<file path="src/rtl/bp_cce_mem_scoreboard_if.sv">
// Handshake bundle on the CCE<->memory boundary as seen by the in-order scoreboard.
interface bp_cce_mem_scoreboard_if #(
    parameter int unsigned paddr_width_p = 39,
    parameter int unsigned num_lce_p     = 8,
    parameter int unsigned lce_assoc_p   = 8
);
    localparam int unsigned LgLce = (num_lce_p > 1) ? $clog2(num_lce_p) : 1;
    localparam int unsigned LgWay = (lce_assoc_p > 1) ? $clog2(lce_assoc_p) : 1;

    // mem_cmd (read) and mem_data_cmd (writeback)
    logic                     rd_cmd_v;
    logic                     rd_cmd_ready;
    logic [paddr_width_p-1:0] rd_cmd_addr;
    logic [LgLce-1:0]         rd_cmd_lce;
    logic [LgWay-1:0]         rd_cmd_way;
    logic                     rd_cmd_nc;

    logic                     wr_cmd_v;
    logic                     wr_cmd_ready;
    logic [paddr_width_p-1:0] wr_cmd_addr;
    logic                     wr_cmd_nc;

    // mem_data_resp (read) and mem_resp (writeback ack)
    logic                     rd_resp_v;
    logic                     rd_resp_yumi;
    logic [paddr_width_p-1:0] rd_resp_addr;
    logic [LgLce-1:0]         rd_resp_lce;
    logic [LgWay-1:0]         rd_resp_way;
    logic                     rd_resp_nc;

    logic                     wr_resp_v;
    logic                     wr_resp_yumi;
    logic [paddr_width_p-1:0] wr_resp_addr;
    logic                     wr_resp_nc;

    modport master (
        output rd_cmd_v, rd_cmd_ready, rd_cmd_addr, rd_cmd_lce, rd_cmd_way, rd_cmd_nc,
        output wr_cmd_v, wr_cmd_ready, wr_cmd_addr, wr_cmd_nc,
        output rd_resp_v, rd_resp_yumi, rd_resp_addr, rd_resp_lce, rd_resp_way, rd_resp_nc,
        output wr_resp_v, wr_resp_yumi, wr_resp_addr, wr_resp_nc
    );

    modport slave (
        input rd_cmd_v, rd_cmd_ready, rd_cmd_addr, rd_cmd_lce, rd_cmd_way, rd_cmd_nc,
        input wr_cmd_v, wr_cmd_ready, wr_cmd_addr, wr_cmd_nc,
        input rd_resp_v, rd_resp_yumi, rd_resp_addr, rd_resp_lce, rd_resp_way, rd_resp_nc,
        input wr_resp_v, wr_resp_yumi, wr_resp_addr, wr_resp_nc
    );
endinterface

</file>
<file path="src/rtl/bp_cce_mem_scoreboard.sv">
// In-order CCE<->memory scoreboard: tracks outstanding read/write commands, checks each
// response against the oldest command of its class and latches the first error seen.
module bp_cce_mem_scoreboard #(
    parameter int unsigned paddr_width_p     = 39,
    parameter int unsigned num_lce_p         = 8,
    parameter int unsigned lce_assoc_p       = 8,
    parameter int unsigned max_outstanding_p = 4,
    parameter int unsigned timeout_p         = 1024,
    localparam int unsigned Cw = $clog2(max_outstanding_p + 1)
) (
    input  logic                     clk_i,
    input  logic                     reset_n_i,
    input  logic                     clear_i,
    bp_cce_mem_scoreboard_if.slave   bus_io,
    output logic [Cw-1:0]            rd_outstanding_o,
    output logic [Cw-1:0]            wr_outstanding_o,
    output logic                     idle_o,
    output logic                     error_o,
    output logic [2:0]               error_code_o,
    output logic [paddr_width_p-1:0] error_addr_o
);
    localparam int unsigned LgLce = (num_lce_p > 1) ? $clog2(num_lce_p) : 1;
    localparam int unsigned LgWay = (lce_assoc_p > 1) ? $clog2(lce_assoc_p) : 1;
    localparam int unsigned Pw    = (max_outstanding_p > 1) ? $clog2(max_outstanding_p) : 1;
    localparam int unsigned Aw    = $clog2(timeout_p + 1);

    typedef struct packed {
        logic [paddr_width_p-1:0] addr;
        logic [LgLce-1:0]         lce;
        logic [LgWay-1:0]         way;
        logic                     nc;
    } rd_entry_t;

    typedef struct packed {
        logic [paddr_width_p-1:0] addr;
        logic                     nc;
    } wr_entry_t;

    // ---------------------------------------------------------------------------------------
    // Read tracking FIFO
    // ---------------------------------------------------------------------------------------
    rd_entry_t      rd_mem_q [max_outstanding_p];
    logic [Pw-1:0]  rd_head_q, rd_head_d, rd_tail_q, rd_tail_d;
    logic [Cw-1:0]  rd_cnt_q, rd_cnt_d;
    logic [Aw-1:0]  rd_age_q, rd_age_d;
    rd_entry_t      rd_cmd_ent, rd_resp_ent, rd_head_ent;
    logic           rd_push_req, rd_pop_req, rd_empty, rd_full;
    logic           rd_do_push, rd_do_pop;
    logic           rd_ovf, rd_unexp, rd_mm, rd_to;

    assign rd_cmd_ent  = '{addr: bus_io.rd_cmd_addr, lce: bus_io.rd_cmd_lce,
                           way: bus_io.rd_cmd_way, nc: bus_io.rd_cmd_nc};
    assign rd_resp_ent = '{addr: bus_io.rd_resp_addr, lce: bus_io.rd_resp_lce,
                           way: bus_io.rd_resp_way, nc: bus_io.rd_resp_nc};
    assign rd_head_ent = rd_mem_q[rd_head_q];

    assign rd_push_req = bus_io.rd_cmd_v & bus_io.rd_cmd_ready;
    assign rd_pop_req  = bus_io.rd_resp_v & bus_io.rd_resp_yumi;
    assign rd_empty    = (rd_cnt_q == '0);
    assign rd_full     = (rd_cnt_q == Cw'(max_outstanding_p));

    // Pop is judged against pre-push state; a full FIFO accepts a push only alongside a pop.
    assign rd_do_pop  = rd_pop_req & ~rd_empty;
    assign rd_unexp   = rd_pop_req & rd_empty;
    assign rd_do_push = rd_push_req & (~rd_full | rd_do_pop);
    assign rd_ovf     = rd_push_req & rd_full & ~rd_do_pop;
    assign rd_mm      = rd_do_pop & (rd_head_ent != rd_resp_ent);
    assign rd_to      = ~rd_do_pop & ~rd_empty & (rd_age_q == Aw'(timeout_p - 1));

    always_comb begin
        rd_head_d = rd_head_q;
        rd_tail_d = rd_tail_q;
        if (rd_do_pop) begin
            rd_head_d = (rd_head_q == Pw'(max_outstanding_p - 1)) ? '0 : rd_head_q + 1'b1;
        end
        if (rd_do_push) begin
            rd_tail_d = (rd_tail_q == Pw'(max_outstanding_p - 1)) ? '0 : rd_tail_q + 1'b1;
        end
        rd_cnt_d = rd_cnt_q + Cw'(rd_do_push) - Cw'(rd_do_pop);

        rd_age_d = rd_age_q;
        if (rd_do_pop || rd_empty) begin
            rd_age_d = '0;
        end else if (rd_age_q != Aw'(timeout_p)) begin
            rd_age_d = rd_age_q + 1'b1;
        end
    end

    always_ff @(posedge clk_i or negedge reset_n_i) begin
        if (!reset_n_i) begin
            rd_head_q <= '0;
            rd_tail_q <= '0;
            rd_cnt_q  <= '0;
            rd_age_q  <= '0;
            for (int i = 0; i < int'(max_outstanding_p); i++) begin
                rd_mem_q[i] <= '0;
            end
        end else begin
            rd_head_q <= rd_head_d;
            rd_tail_q <= rd_tail_d;
            rd_cnt_q  <= rd_cnt_d;
            rd_age_q  <= rd_age_d;
            if (rd_do_push) begin
                rd_mem_q[rd_tail_q] <= rd_cmd_ent;
            end
        end
    end

    // ---------------------------------------------------------------------------------------
    // Write tracking FIFO
    // ---------------------------------------------------------------------------------------
    wr_entry_t      wr_mem_q [max_outstanding_p];
    logic [Pw-1:0]  wr_head_q, wr_head_d, wr_tail_q, wr_tail_d;
    logic [Cw-1:0]  wr_cnt_q, wr_cnt_d;
    logic [Aw-1:0]  wr_age_q, wr_age_d;
    wr_entry_t      wr_cmd_ent, wr_resp_ent, wr_head_ent;
    logic           wr_push_req, wr_pop_req, wr_empty, wr_full;
    logic           wr_do_push, wr_do_pop;
    logic           wr_ovf, wr_unexp, wr_mm, wr_to;

    assign wr_cmd_ent  = '{addr: bus_io.wr_cmd_addr, nc: bus_io.wr_cmd_nc};
    assign wr_resp_ent = '{addr: bus_io.wr_resp_addr, nc: bus_io.wr_resp_nc};
    assign wr_head_ent = wr_mem_q[wr_head_q];

    assign wr_push_req = bus_io.wr_cmd_v & bus_io.wr_cmd_ready;
    assign wr_pop_req  = bus_io.wr_resp_v & bus_io.wr_resp_yumi;
    assign wr_empty    = (wr_cnt_q == '0);
    assign wr_full     = (wr_cnt_q == Cw'(max_outstanding_p));

    assign wr_do_pop  = wr_pop_req & ~wr_empty;
    assign wr_unexp   = wr_pop_req & wr_empty;
    assign wr_do_push = wr_push_req & (~wr_full | wr_do_pop);
    assign wr_ovf     = wr_push_req & wr_full & ~wr_do_pop;
    assign wr_mm      = wr_do_pop & (wr_head_ent != wr_resp_ent);
    assign wr_to      = ~wr_do_pop & ~wr_empty & (wr_age_q == Aw'(timeout_p - 1));

    always_comb begin
        wr_head_d = wr_head_q;
        wr_tail_d = wr_tail_q;
        if (wr_do_pop) begin
            wr_head_d = (wr_head_q == Pw'(max_outstanding_p - 1)) ? '0 : wr_head_q + 1'b1;
        end
        if (wr_do_push) begin
            wr_tail_d = (wr_tail_q == Pw'(max_outstanding_p - 1)) ? '0 : wr_tail_q + 1'b1;
        end
        wr_cnt_d = wr_cnt_q + Cw'(wr_do_push) - Cw'(wr_do_pop);

        wr_age_d = wr_age_q;
        if (wr_do_pop || wr_empty) begin
            wr_age_d = '0;
        end else if (wr_age_q != Aw'(timeout_p)) begin
            wr_age_d = wr_age_q + 1'b1;
        end
    end

    always_ff @(posedge clk_i or negedge reset_n_i) begin
        if (!reset_n_i) begin
            wr_head_q <= '0;
            wr_tail_q <= '0;
            wr_cnt_q  <= '0;
            wr_age_q  <= '0;
            for (int i = 0; i < int'(max_outstanding_p); i++) begin
                wr_mem_q[i] <= '0;
            end
        end else begin
            wr_head_q <= wr_head_d;
            wr_tail_q <= wr_tail_d;
            wr_cnt_q  <= wr_cnt_d;
            wr_age_q  <= wr_age_d;
            if (wr_do_push) begin
                wr_mem_q[wr_tail_q] <= wr_cmd_ent;
            end
        end
    end

    // ---------------------------------------------------------------------------------------
    // First-error latch; lowest code wins when several errors coincide
    // ---------------------------------------------------------------------------------------
    logic                     err_q, err_d, err_set;
    logic [2:0]               code_q, code_d, code_new;
    logic [paddr_width_p-1:0] addr_q, addr_d, addr_new;

    always_comb begin
        err_set  = 1'b1;
        code_new = 3'd0;
        addr_new = '0;
        if (rd_ovf) begin
            code_new = 3'd1;
            addr_new = bus_io.rd_cmd_addr;
        end else if (wr_ovf) begin
            code_new = 3'd2;
            addr_new = bus_io.wr_cmd_addr;
        end else if (rd_unexp) begin
            code_new = 3'd3;
            addr_new = bus_io.rd_resp_addr;
        end else if (wr_unexp) begin
            code_new = 3'd4;
            addr_new = bus_io.wr_resp_addr;
        end else if (rd_mm) begin
            code_new = 3'd5;
            addr_new = bus_io.rd_resp_addr;
        end else if (wr_mm) begin
            code_new = 3'd6;
            addr_new = bus_io.wr_resp_addr;
        end else if (rd_to || wr_to) begin
            code_new = 3'd7;
            addr_new = rd_to ? rd_head_ent.addr : wr_head_ent.addr;
        end else begin
            err_set = 1'b0;
        end

        err_d  = err_q;
        code_d = code_q;
        addr_d = addr_q;
        if (clear_i) begin
            err_d  = 1'b0;
            code_d = 3'd0;
            addr_d = '0;
        end else if (!err_q && err_set) begin
            err_d  = 1'b1;
            code_d = code_new;
            addr_d = addr_new;
        end
    end

    always_ff @(posedge clk_i or negedge reset_n_i) begin
        if (!reset_n_i) begin
            err_q  <= 1'b0;
            code_q <= 3'd0;
            addr_q <= '0;
        end else begin
            err_q  <= err_d;
            code_q <= code_d;
            addr_q <= addr_d;
        end
    end

    assign rd_outstanding_o = rd_cnt_q;
    assign wr_outstanding_o = wr_cnt_q;
    assign idle_o           = rd_empty & wr_empty;
    assign error_o          = err_q;
    assign error_code_o     = code_q;
    assign error_addr_o     = addr_q;

endmodule
</file>
<file path="src/flat_wrapper.sv">
// flat-port wrapper written by rule: the top's interface ports become plain ports
module bp_cce_mem_scoreboard_flat 
#(
    parameter int unsigned paddr_width_p     = 39,
    parameter int unsigned num_lce_p         = 8,
    parameter int unsigned lce_assoc_p       = 8,
    parameter int unsigned max_outstanding_p = 4,
    parameter int unsigned timeout_p         = 1024,
    localparam int unsigned Cw = $clog2(max_outstanding_p + 1)
)
  (clk_i, reset_n_i, clear_i, rd_outstanding_o, wr_outstanding_o, idle_o, error_o, error_code_o, error_addr_o, bus_io_rd_cmd_v, bus_io_rd_cmd_ready, bus_io_rd_cmd_addr, bus_io_rd_cmd_lce, bus_io_rd_cmd_way, bus_io_rd_cmd_nc, bus_io_wr_cmd_v, bus_io_wr_cmd_ready, bus_io_wr_cmd_addr, bus_io_wr_cmd_nc, bus_io_rd_resp_v, bus_io_rd_resp_yumi, bus_io_rd_resp_addr, bus_io_rd_resp_lce, bus_io_rd_resp_way, bus_io_rd_resp_nc, bus_io_wr_resp_v, bus_io_wr_resp_yumi, bus_io_wr_resp_addr, bus_io_wr_resp_nc);
  bp_cce_mem_scoreboard_if #(.paddr_width_p(paddr_width_p), .num_lce_p(num_lce_p), .lce_assoc_p(lce_assoc_p)) bus_io_i ();
  input  logic clk_i;
  input  logic reset_n_i;
  input  logic clear_i;
  output logic [Cw-1:0] rd_outstanding_o;
  output logic [Cw-1:0] wr_outstanding_o;
  output logic idle_o;
  output logic error_o;
  output logic [2:0] error_code_o;
  output logic [paddr_width_p-1:0] error_addr_o;
  input wire logic [$bits(bus_io_i.rd_cmd_v)-1:0] bus_io_rd_cmd_v;
  input wire logic [$bits(bus_io_i.rd_cmd_ready)-1:0] bus_io_rd_cmd_ready;
  input wire logic [$bits(bus_io_i.rd_cmd_addr)-1:0] bus_io_rd_cmd_addr;
  input wire logic [$bits(bus_io_i.rd_cmd_lce)-1:0] bus_io_rd_cmd_lce;
  input wire logic [$bits(bus_io_i.rd_cmd_way)-1:0] bus_io_rd_cmd_way;
  input wire logic [$bits(bus_io_i.rd_cmd_nc)-1:0] bus_io_rd_cmd_nc;
  input wire logic [$bits(bus_io_i.wr_cmd_v)-1:0] bus_io_wr_cmd_v;
  input wire logic [$bits(bus_io_i.wr_cmd_ready)-1:0] bus_io_wr_cmd_ready;
  input wire logic [$bits(bus_io_i.wr_cmd_addr)-1:0] bus_io_wr_cmd_addr;
  input wire logic [$bits(bus_io_i.wr_cmd_nc)-1:0] bus_io_wr_cmd_nc;
  input wire logic [$bits(bus_io_i.rd_resp_v)-1:0] bus_io_rd_resp_v;
  input wire logic [$bits(bus_io_i.rd_resp_yumi)-1:0] bus_io_rd_resp_yumi;
  input wire logic [$bits(bus_io_i.rd_resp_addr)-1:0] bus_io_rd_resp_addr;
  input wire logic [$bits(bus_io_i.rd_resp_lce)-1:0] bus_io_rd_resp_lce;
  input wire logic [$bits(bus_io_i.rd_resp_way)-1:0] bus_io_rd_resp_way;
  input wire logic [$bits(bus_io_i.rd_resp_nc)-1:0] bus_io_rd_resp_nc;
  input wire logic [$bits(bus_io_i.wr_resp_v)-1:0] bus_io_wr_resp_v;
  input wire logic [$bits(bus_io_i.wr_resp_yumi)-1:0] bus_io_wr_resp_yumi;
  input wire logic [$bits(bus_io_i.wr_resp_addr)-1:0] bus_io_wr_resp_addr;
  input wire logic [$bits(bus_io_i.wr_resp_nc)-1:0] bus_io_wr_resp_nc;
  assign bus_io_i.rd_cmd_v = bus_io_rd_cmd_v;
  assign bus_io_i.rd_cmd_ready = bus_io_rd_cmd_ready;
  assign bus_io_i.rd_cmd_addr = bus_io_rd_cmd_addr;
  assign bus_io_i.rd_cmd_lce = bus_io_rd_cmd_lce;
  assign bus_io_i.rd_cmd_way = bus_io_rd_cmd_way;
  assign bus_io_i.rd_cmd_nc = bus_io_rd_cmd_nc;
  assign bus_io_i.wr_cmd_v = bus_io_wr_cmd_v;
  assign bus_io_i.wr_cmd_ready = bus_io_wr_cmd_ready;
  assign bus_io_i.wr_cmd_addr = bus_io_wr_cmd_addr;
  assign bus_io_i.wr_cmd_nc = bus_io_wr_cmd_nc;
  assign bus_io_i.rd_resp_v = bus_io_rd_resp_v;
  assign bus_io_i.rd_resp_yumi = bus_io_rd_resp_yumi;
  assign bus_io_i.rd_resp_addr = bus_io_rd_resp_addr;
  assign bus_io_i.rd_resp_lce = bus_io_rd_resp_lce;
  assign bus_io_i.rd_resp_way = bus_io_rd_resp_way;
  assign bus_io_i.rd_resp_nc = bus_io_rd_resp_nc;
  assign bus_io_i.wr_resp_v = bus_io_wr_resp_v;
  assign bus_io_i.wr_resp_yumi = bus_io_wr_resp_yumi;
  assign bus_io_i.wr_resp_addr = bus_io_wr_resp_addr;
  assign bus_io_i.wr_resp_nc = bus_io_wr_resp_nc;
  bp_cce_mem_scoreboard #(.paddr_width_p(paddr_width_p), .num_lce_p(num_lce_p), .lce_assoc_p(lce_assoc_p), .max_outstanding_p(max_outstanding_p), .timeout_p(timeout_p)) u_core (.clk_i(clk_i), .reset_n_i(reset_n_i), .clear_i(clear_i), .bus_io(bus_io_i), .rd_outstanding_o(rd_outstanding_o), .wr_outstanding_o(wr_outstanding_o), .idle_o(idle_o), .error_o(error_o), .error_code_o(error_code_o), .error_addr_o(error_addr_o));
endmodule
</file>
<file path="config.mk">
export PLATFORM = sky130hd
export DESIGN_NAME = bp_cce_mem_scoreboard_flat
export DESIGN_NICKNAME = d
export VERILOG_FILES = /design/src/rtl/bp_cce_mem_scoreboard_if.sv /design/src/rtl/bp_cce_mem_scoreboard.sv /design/src/flat_wrapper.sv
export SDC_FILE = /design/constraint.sdc
export NUM_CORES = 1
export LEC_CHECK = 0
export BUFFER_PORTS_ARGS = -buffer_cell sky130_fd_sc_hd__buf_4
export CAP_MARGIN = 20
export CORE_MARGIN = 2
export CORE_UTILIZATION = 49
export DETAILED_ROUTE_END_ITERATION = 10
export HOLD_SLACK_MARGIN = 0.03
export PLACE_DENSITY = 0.69
export SLEW_MARGIN = 20
export SYNTH_ARGS = -nofsm -noshare
export SYNTH_HDL_FRONTEND = slang
export SYNTH_SLANG_ARGS = --single-unit
</file>
<file path="constraint.sdc">
create_clock -name clk_i -period 6.3 [get_ports clk_i]
set_input_delay 0.945 -clock clk_i [delete_from_list [all_inputs] [get_ports clk_i]]
set_output_delay 0.945 -clock clk_i [all_outputs]
set_load 0.1 [all_outputs]
</file>
==> out/qor.csv, run 1 <==
metric,value,unit
status,"complete, no violations",
Max Cap Viol,0,
Max IR drop VDD,347,uV
worst hold path type,input pin to async pin,
worst path required time,6.78,ns
routability congestion estimate,0.980,
post-DP HPWL,49000,um
Total Power,13.3,mW
Worst-path clk slew,0.06,ns
Setup crit end kind,flip-flop,
die area,45100,sq um
leak pwr,10.6,nW
Final nets,2039,
post-synthesis instance area,21300,sq um
Yosys reg bits,423,
Fin. Hold Viols,0,
Vias per Instance,6.25,
ANT nets after route,0,
synth unique cells,60,
synthesized area per cell,13.0,sq um
WS Path Type,flip-flop to flip-flop,
IO buf count,232,
H-tree levels,2,
total gr overflow,0,
Final Skew,0.0198,ns
clk sinks,423,
Die W,212,um
GRT Total Usage,30.8,%
Initial DRC Count,1333,
area grow syn2layout,18.2,%
final core utilization,58.5,%
register area share after synthesis,49.7,%
"Cell Area, Placed",23600,sq um
design area,25200,sq um
CP startpoint kind,flip-flop,
setup violators final,0,
worst hold slack,0.350,ns
Critical Path AT,5.22,ns
Initial Utilization,49.5,%
TritonCTS Buffers,47,
"Primary FF master, synth",dfrtp_1,
placed insts,2370,
initial antenna violation count,6,
maximum operating frequency,0.211,GHz
Worst Tran Pin Value,1.17,ns
min cycle time layout,4.74,ns
Hold Buf Count CTS,0,
setup bufs post-CTS,0,
fraction of layout cells with a size suffix above 1,42.0,%
Pre-antenna DRT Iters,6,
Synth async-reset ratio,100,%
Ys Warns,0,
# DRC,0,
clk_lat worst skew,0.59,ns
via count,15300,
CP dominant cell by count,buf_4,
drt wl/cell,28.0,um
fin worst setup slack,1.56,ns
syn_nets,1837,
cell count after synthesis,1634,
CTS Buffer Depth,3,
CP max stage delay,0.80,ns
Post-Place Setup Slack,1.47,ns
final WL,68700,um
Pwr Density,528,nW/um^2
RSZ-0062 raised after global routing,no,
"reg-to-reg slack, setup",1.56,ns
final cycle utilization of the critical path,75.2,%
worst-path fanout max,52,
"EDFF count, synth",0,
"Slew Viols, Final",0,
vias in the first global route,15700,
first-pass GRT wire length,101000,um
die height,212,um
CTS resizes,0,
largest net degree at the start of global routing,171,
Core Box Area,43000,sq um
Final Non-Filler Cells,2456,
cell row count,76,
CTS tree,done,
setup TNS,0,ns
clock root cell,clkbuf_16,
slowest CP cell,a211o_1,
Rel. slew slack,21.6,%
crit-path cells,"buf_4, mux4_2, xor2_1, a221o_1, nor4_1, nand3_1, o21ai_2, buf_4, a211o_1, o221ai_1, o32ai_1",
number of I/O pins,233,
==> critical path: cells and delay by family, from the launching register on <==
kind | cells | cell delay (ns)
AO/OA/AOI/OAI | 5 | 1.94
multiplexers | 1 | 0.44
buffers and inverters | 2 | 0.91
AND/OR/NAND/NOR | 2 | 0.69
XOR/XNOR | 1 | 0.18
flip-flops | 1 | 0.39
==> final cells by class <==
type | count | area (sq um)
Antenna cell | 2 | 5.00
Clock buffer | 71 | 1400
Clock inverter | 11 | 158
Fill cell | 3531 | 17800
Inverter | 43 | 161
Multi-Input combinational cell | 1063 | 10100
Sequential cell | 423 | 10600
Tap cell | 585 | 732
Timing Repair Buffer | 258 | 2000
==> logic make-up (layout without fill, tap and decap cells) <==
| kind of cell | count (synthesis) | in the layout | share of synthesized area, % |
|---|---|---|---|
| multiplexers | 450 | 450 | 27.9 |
| flip-flops | 423 | 423 | 49.7 |
| AND/OR/NAND/NOR | 266 | 266 | 5.72 |
| AO/OA/AOI/OAI | 216 | 216 | 7.94 |
| buffers and inverters | 148 | 383 | 2.94 |
| XOR/XNOR | 111 | 111 | 4.57 |
| adder cells (fa/ha/maj) | 20 | 20 | 1.25 |
| other | 0 | 2 | 0 |
==> path summary, 6_finish.rpt <==
path                                       from  cells past startpoint                 endpoint
setup / recovery            u_core.rd_head_q[1]                     11  u_core.error_addr_o[29]
hold / removal                        reset_n_i                      1       u_core.rd_age_q[2]
setup reg to reg            u_core.rd_head_q[1]                     11  u_core.error_addr_o[29]
hold reg to reg            u_core.rd_mem_q[160]                      1     u_core.rd_mem_q[160]
max in group asynchronous             reset_n_i                      2     u_core.wr_mem_q[135]
min in group clk_i         u_core.rd_mem_q[160]                      1     u_core.rd_mem_q[160]
==> state kept, by name, summed over array words and instances, names as in the netlist <==
signal                   cells
u_core.error_o               1
u_core.wr_outstanding_o      3
u_core.wr_age_q             11
u_core.wr_head_q             2
u_core.wr_tail_q             2
u_core.rd_tail_q             2
u_core.rd_outstanding_o      3
u_core.rd_mem_q            184
u_core.error_addr_o         39
u_core.rd_head_q             2
u_core.rd_age_q             11
u_core.wr_mem_q            160
u_core.error_code_o          3
==> routing by layer <==
metal | share of wire (%) | GRT usage [%] | vias to the layer above
met2 | 46 | 48.8 | 822
met5 | 0.10 | 0 | -
met3 | 9.2 | 7.58 | 188
met1 | 40 | 40.7 | 7836
li1 | - | - | 6489
met4 | 4.4 | 12.8 | 10
==> cell usage after synthesis, types with 18 or more instances <==
cell type | count | area, sq um
dfrtp_1 | 423 | 10600
mux2_2 | 349 | 3930
nor2_1 | 130 | 488
xnor2_1 | 92 | 806
mux4_2 | 79 | 1780
clkbuf_1 | 61 | 229
inv_1 | 43 | 161
nand2_1 | 41 | 154
o22ai_1 | 39 | 244
o221ai_1 | 24 | 210
mux2i_1 | 22 | 220
nand4_1 | 22 | 138
a221oi_1 | 21 | 184
nand3_1 | 21 | 105
o32ai_1 | 21 | 184
xor2_1 | 19 | 166
buf_1 | 18 | 67.6
buf_2 | 18 | 90.1
ha_1 | 18 | 225
==> cell usage in the layout, fill, tap and decap left out, drive strengths merged, types with 10 or more instances in the layout <==
| master | n |
|---|---|
| a2111oi | 10 |
| a211oi | 15 |
| a21oi | 13 |
| a221o | 17 |
| a221oi | 21 |
| and2 | 11 |
| buf | 258 |
| clkbuf | 71 |
| dfrtp | 423 |
| ha | 18 |
| inv | 43 |
| mux2 | 349 |
| mux2i | 22 |
| mux4 | 79 |
| nand2 | 41 |
| nand3 | 21 |
| nand4 | 22 |
| nor2 | 130 |
| nor3 | 13 |
| o21ai | 16 |
| o221ai | 24 |
| o22ai | 39 |
| o32ai | 21 |
| xnor2 | 92 |
| xor2 | 19 |
==> where the power goes <==
group / switching [mW] / internal (mW) / total (mW)
Clock: 1.12 / 1.69 / 2.80
Sequential: 0.802 / 3.96 / 4.77
Combinational: 3.09 / 2.63 / 5.71
Total: 5.01 / 8.28 / 13.3
(Power assumes the default switching activity.)
==> run 2: changes to the inputs <==
--- a/config.mk
+++ b/config.mk
@@ -11,7 +11,7 @@
 export CORE_UTILIZATION = 49
 export DETAILED_ROUTE_END_ITERATION = 10
 export HOLD_SLACK_MARGIN = 0.03
-export PLACE_DENSITY = 0.69
+export PLACE_DENSITY = 0.71
 export SLEW_MARGIN = 20
 export SYNTH_ARGS = -nofsm -noshare
 export SYNTH_HDL_FRONTEND = slang
==> constraint.sdc (replaced) <==
create_clock -name clk_i -period 4.3 [get_ports clk_i]
set_input_delay 0.645 -clock clk_i [delete_from_list [all_inputs] [get_ports clk_i]]
set_output_delay 0.645 -clock clk_i [all_outputs]
set_load 0.1 [all_outputs]
==> run 2 against run 1 <==
  * Clock skew up 0.0013 ns
  * Sequential share of layout area down 0.67 points
  * Power up 49%
  * Die area unchanged
  * Clock-buffer cell count down 10
  * Via count up 1.9%
  * Sequential cell count unchanged
  * Combinational power up 51%
  * Worst setup slack worse by 1.5 ns
  * Sequential power up 45%
  * Largest power group unchanged
==> out/qor.csv, run 2 (same netlist as run 1, synthesis figures left out) <==
metric,value,unit,change
cell row count,76,,unchanged
clk sinks,423,,unchanged
worst path required time,4.76,ns,-2.02 ns
CTS resizes,0,,unchanged
Worst-path clk slew,0.06,ns,about the same
post-DP HPWL,50100,um,+2.2%
Initial Utilization,49.5,%,unchanged
internal power,12.3,mW,+48%
die area,45100,sq um,unchanged
H-tree levels,2,,unchanged
CP startpoint kind,flip-flop,,
Pwr Density,773,nW/um^2,+47%
WS Path Type,flip-flop to flip-flop,,
routability congestion estimate,1.00,,+2.5%
Max Cap Viol,0,,unchanged
fraction of layout cells with a size suffix above 1,43.4,%,+1.4 points
largest net degree at the start of global routing,100,,-42%
final cycle utilization of the critical path,98.3,%,+23 points
fillcell total,3488,,-1.2%
Setup crit end kind,flip-flop,,
Core Box Area,43000,sq um,unchanged
via count,15600,,+1.9%
Total Power,19.8,mW,+49%
min cycle time layout,4.23,ns,-0.513 ns
drt wl/cell,27.9,um,-0.43%
Final nets,2066,,+1.3%
final WL,69400,um,+0.95%
leak pwr,10.8,nW,+2.0%
Vias per Instance,6.28,,+0.50%
Critical Path AT,4.68,ns,-0.54 ns
final core utilization,59.5,%,+0.94 points
"Slew Viols, Final",0,,unchanged
switching share of total power,37.9,%,+0.21 points
setup violators final,0,,unchanged
Seq pwr share,35.1,%,-0.8 points
CTS tree,done,,
Reg with most FFs,u_core.rd_mem_q,,
status,"complete, no violations",,
IO buf count,232,,unchanged
worst hold slack,0.112,ns,-0.238 ns
area grow syn2layout,20.1,%,
Fin. Hold Viols,0,,unchanged
TritonCTS Buffers,47,,unchanged
clk_lat worst skew,0.59,ns,about the same
die height,212,um,unchanged
Sw Pwr,7.50,mW,+50%
Worst Tran Pin Value,0.955,ns,-0.218 ns
clock root cell,clkbuf_16,,
"Cell Area, Placed",23900,sq um,+1.7%
Rel. slew slack,36.1,%,+15 points
GRT Total Usage,31.2,%,+0.39 points
number of I/O pins,233,,unchanged
Sequential Area,10600,sq um,unchanged
Largest register FFs,184,,unchanged
Multi-input gate area,10100,sq um,about the same
# DRC,0,,unchanged
worst hold path type,input pin to async pin,,
Die W,212,um,unchanged
vias in the first global route,16000,,+1.3%
power share of the combinational group,43.8,%,+0.8 points
setup bufs post-CTS,0,,unchanged
Hold Buf Count CTS,0,,unchanged
Max IR drop VDD,507,uV,+46%
setup TNS,0,ns,unchanged
RSZ-0062 raised after global routing,no,,
first-pass GRT wire length,103000,um,+1.7%
Clock power frac,21.1,%,about the same
CTS Buffer Depth,3,,unchanged
maximum operating frequency,0.237,GHz,+12%
initial antenna violation count,6,,unchanged
design area,25600,sq um,+1.6%
most frequent cells in the layout,"dfrtp_1 (419), mux2_2 (349), buf_4 (268), nor2_1 (129), xnor2_1 (92)",,
total gr overflow,0,,unchanged
"commonest non-fill, non-tap cell in the layout",dfrtp_1,,
Initial DRC Count,1549,,+16%
Final Skew,0.0210,ns,+0.00126 ns
worst-path fanout max,15,,-71%
Pre-antenna DRT Iters,6,,unchanged
ANT nets after route,0,,unchanged
[run 2: area by class of cell]
cell class	instances	area share, %
sequential	423	41.4
clock buffer	61	5.12
multi-input combinational	1063	39.6
inverter	43	0.631
tap	585	2.86
antenna	3	0.0294
clock inverter	27	1.15
timing repair buffer	285	9.18
[run 2: metal layers]
layer  part of all wire [%]  up-vias  GRT usage, %  routed length, um
met5                  0.084        -             0                 58
met4                    4.0        8          11.9               2780
met3                     10      167          8.76               7120
met2                     46      869          48.5              31800
met1                     40     8037          41.8              27600
li1                       -     6554             -                  -
[run 2: through the flow]
stage               setup slack (ns)  std cells
CTS                            0.161       2487
finish                        0.0745       2490
floorplan                      0.636       1634
detailed placement             0.179       2399
global route                 0.00967       2487
global placement               0.200       2399
[run 2: power groups by stage]
stage / Sequential [mW] / Combinational, mW / Clock (mW)
2_1_floorplan: 7.47 / 5.29 / 0
5_1_grt: 7.14 / 9.05 / 4.41
4_1_cts: 6.90 / 8.59 / 4.23
6_report: 6.94 / 8.65 / 4.18
3_5_place_dp: 6.95 / 8.55 / 0
3_3_place_gp: 6.84 / 8.39 / 0
[run 2: critical path, stage by stage, from the launching register on]
cell and delay, ns:
dfrtp_2 0.52, buf_12 0.21, buf_12 0.17, mux4_2 0.54, xnor2_1 0.33, nand4_1 0.31, nor4_2 0.49, a31oi_2 0.24
nor2_1 0.26, a31oi_2 0.41, a21boi_0 0.26, a221o_1 0.34
[run 2: final timing paths]
check                                    start                endpoint  slack [ns]  depth (start not counted)
setup / recovery           u_core.wr_head_q[0]  u_core.error_addr_o[1]        0.07                         11
hold / removal                       reset_n_i     u_core.rd_tail_q[0]        0.11                          1
setup reg to reg           u_core.wr_head_q[0]  u_core.error_addr_o[1]        0.07                         11
hold reg to reg            u_core.rd_mem_q[53]     u_core.rd_mem_q[53]        0.50                          1
max in group asynchronous            reset_n_i     u_core.rd_mem_q[82]        3.24                          2
min in group clk_i                     clear_i          u_core.error_o        0.28                          2
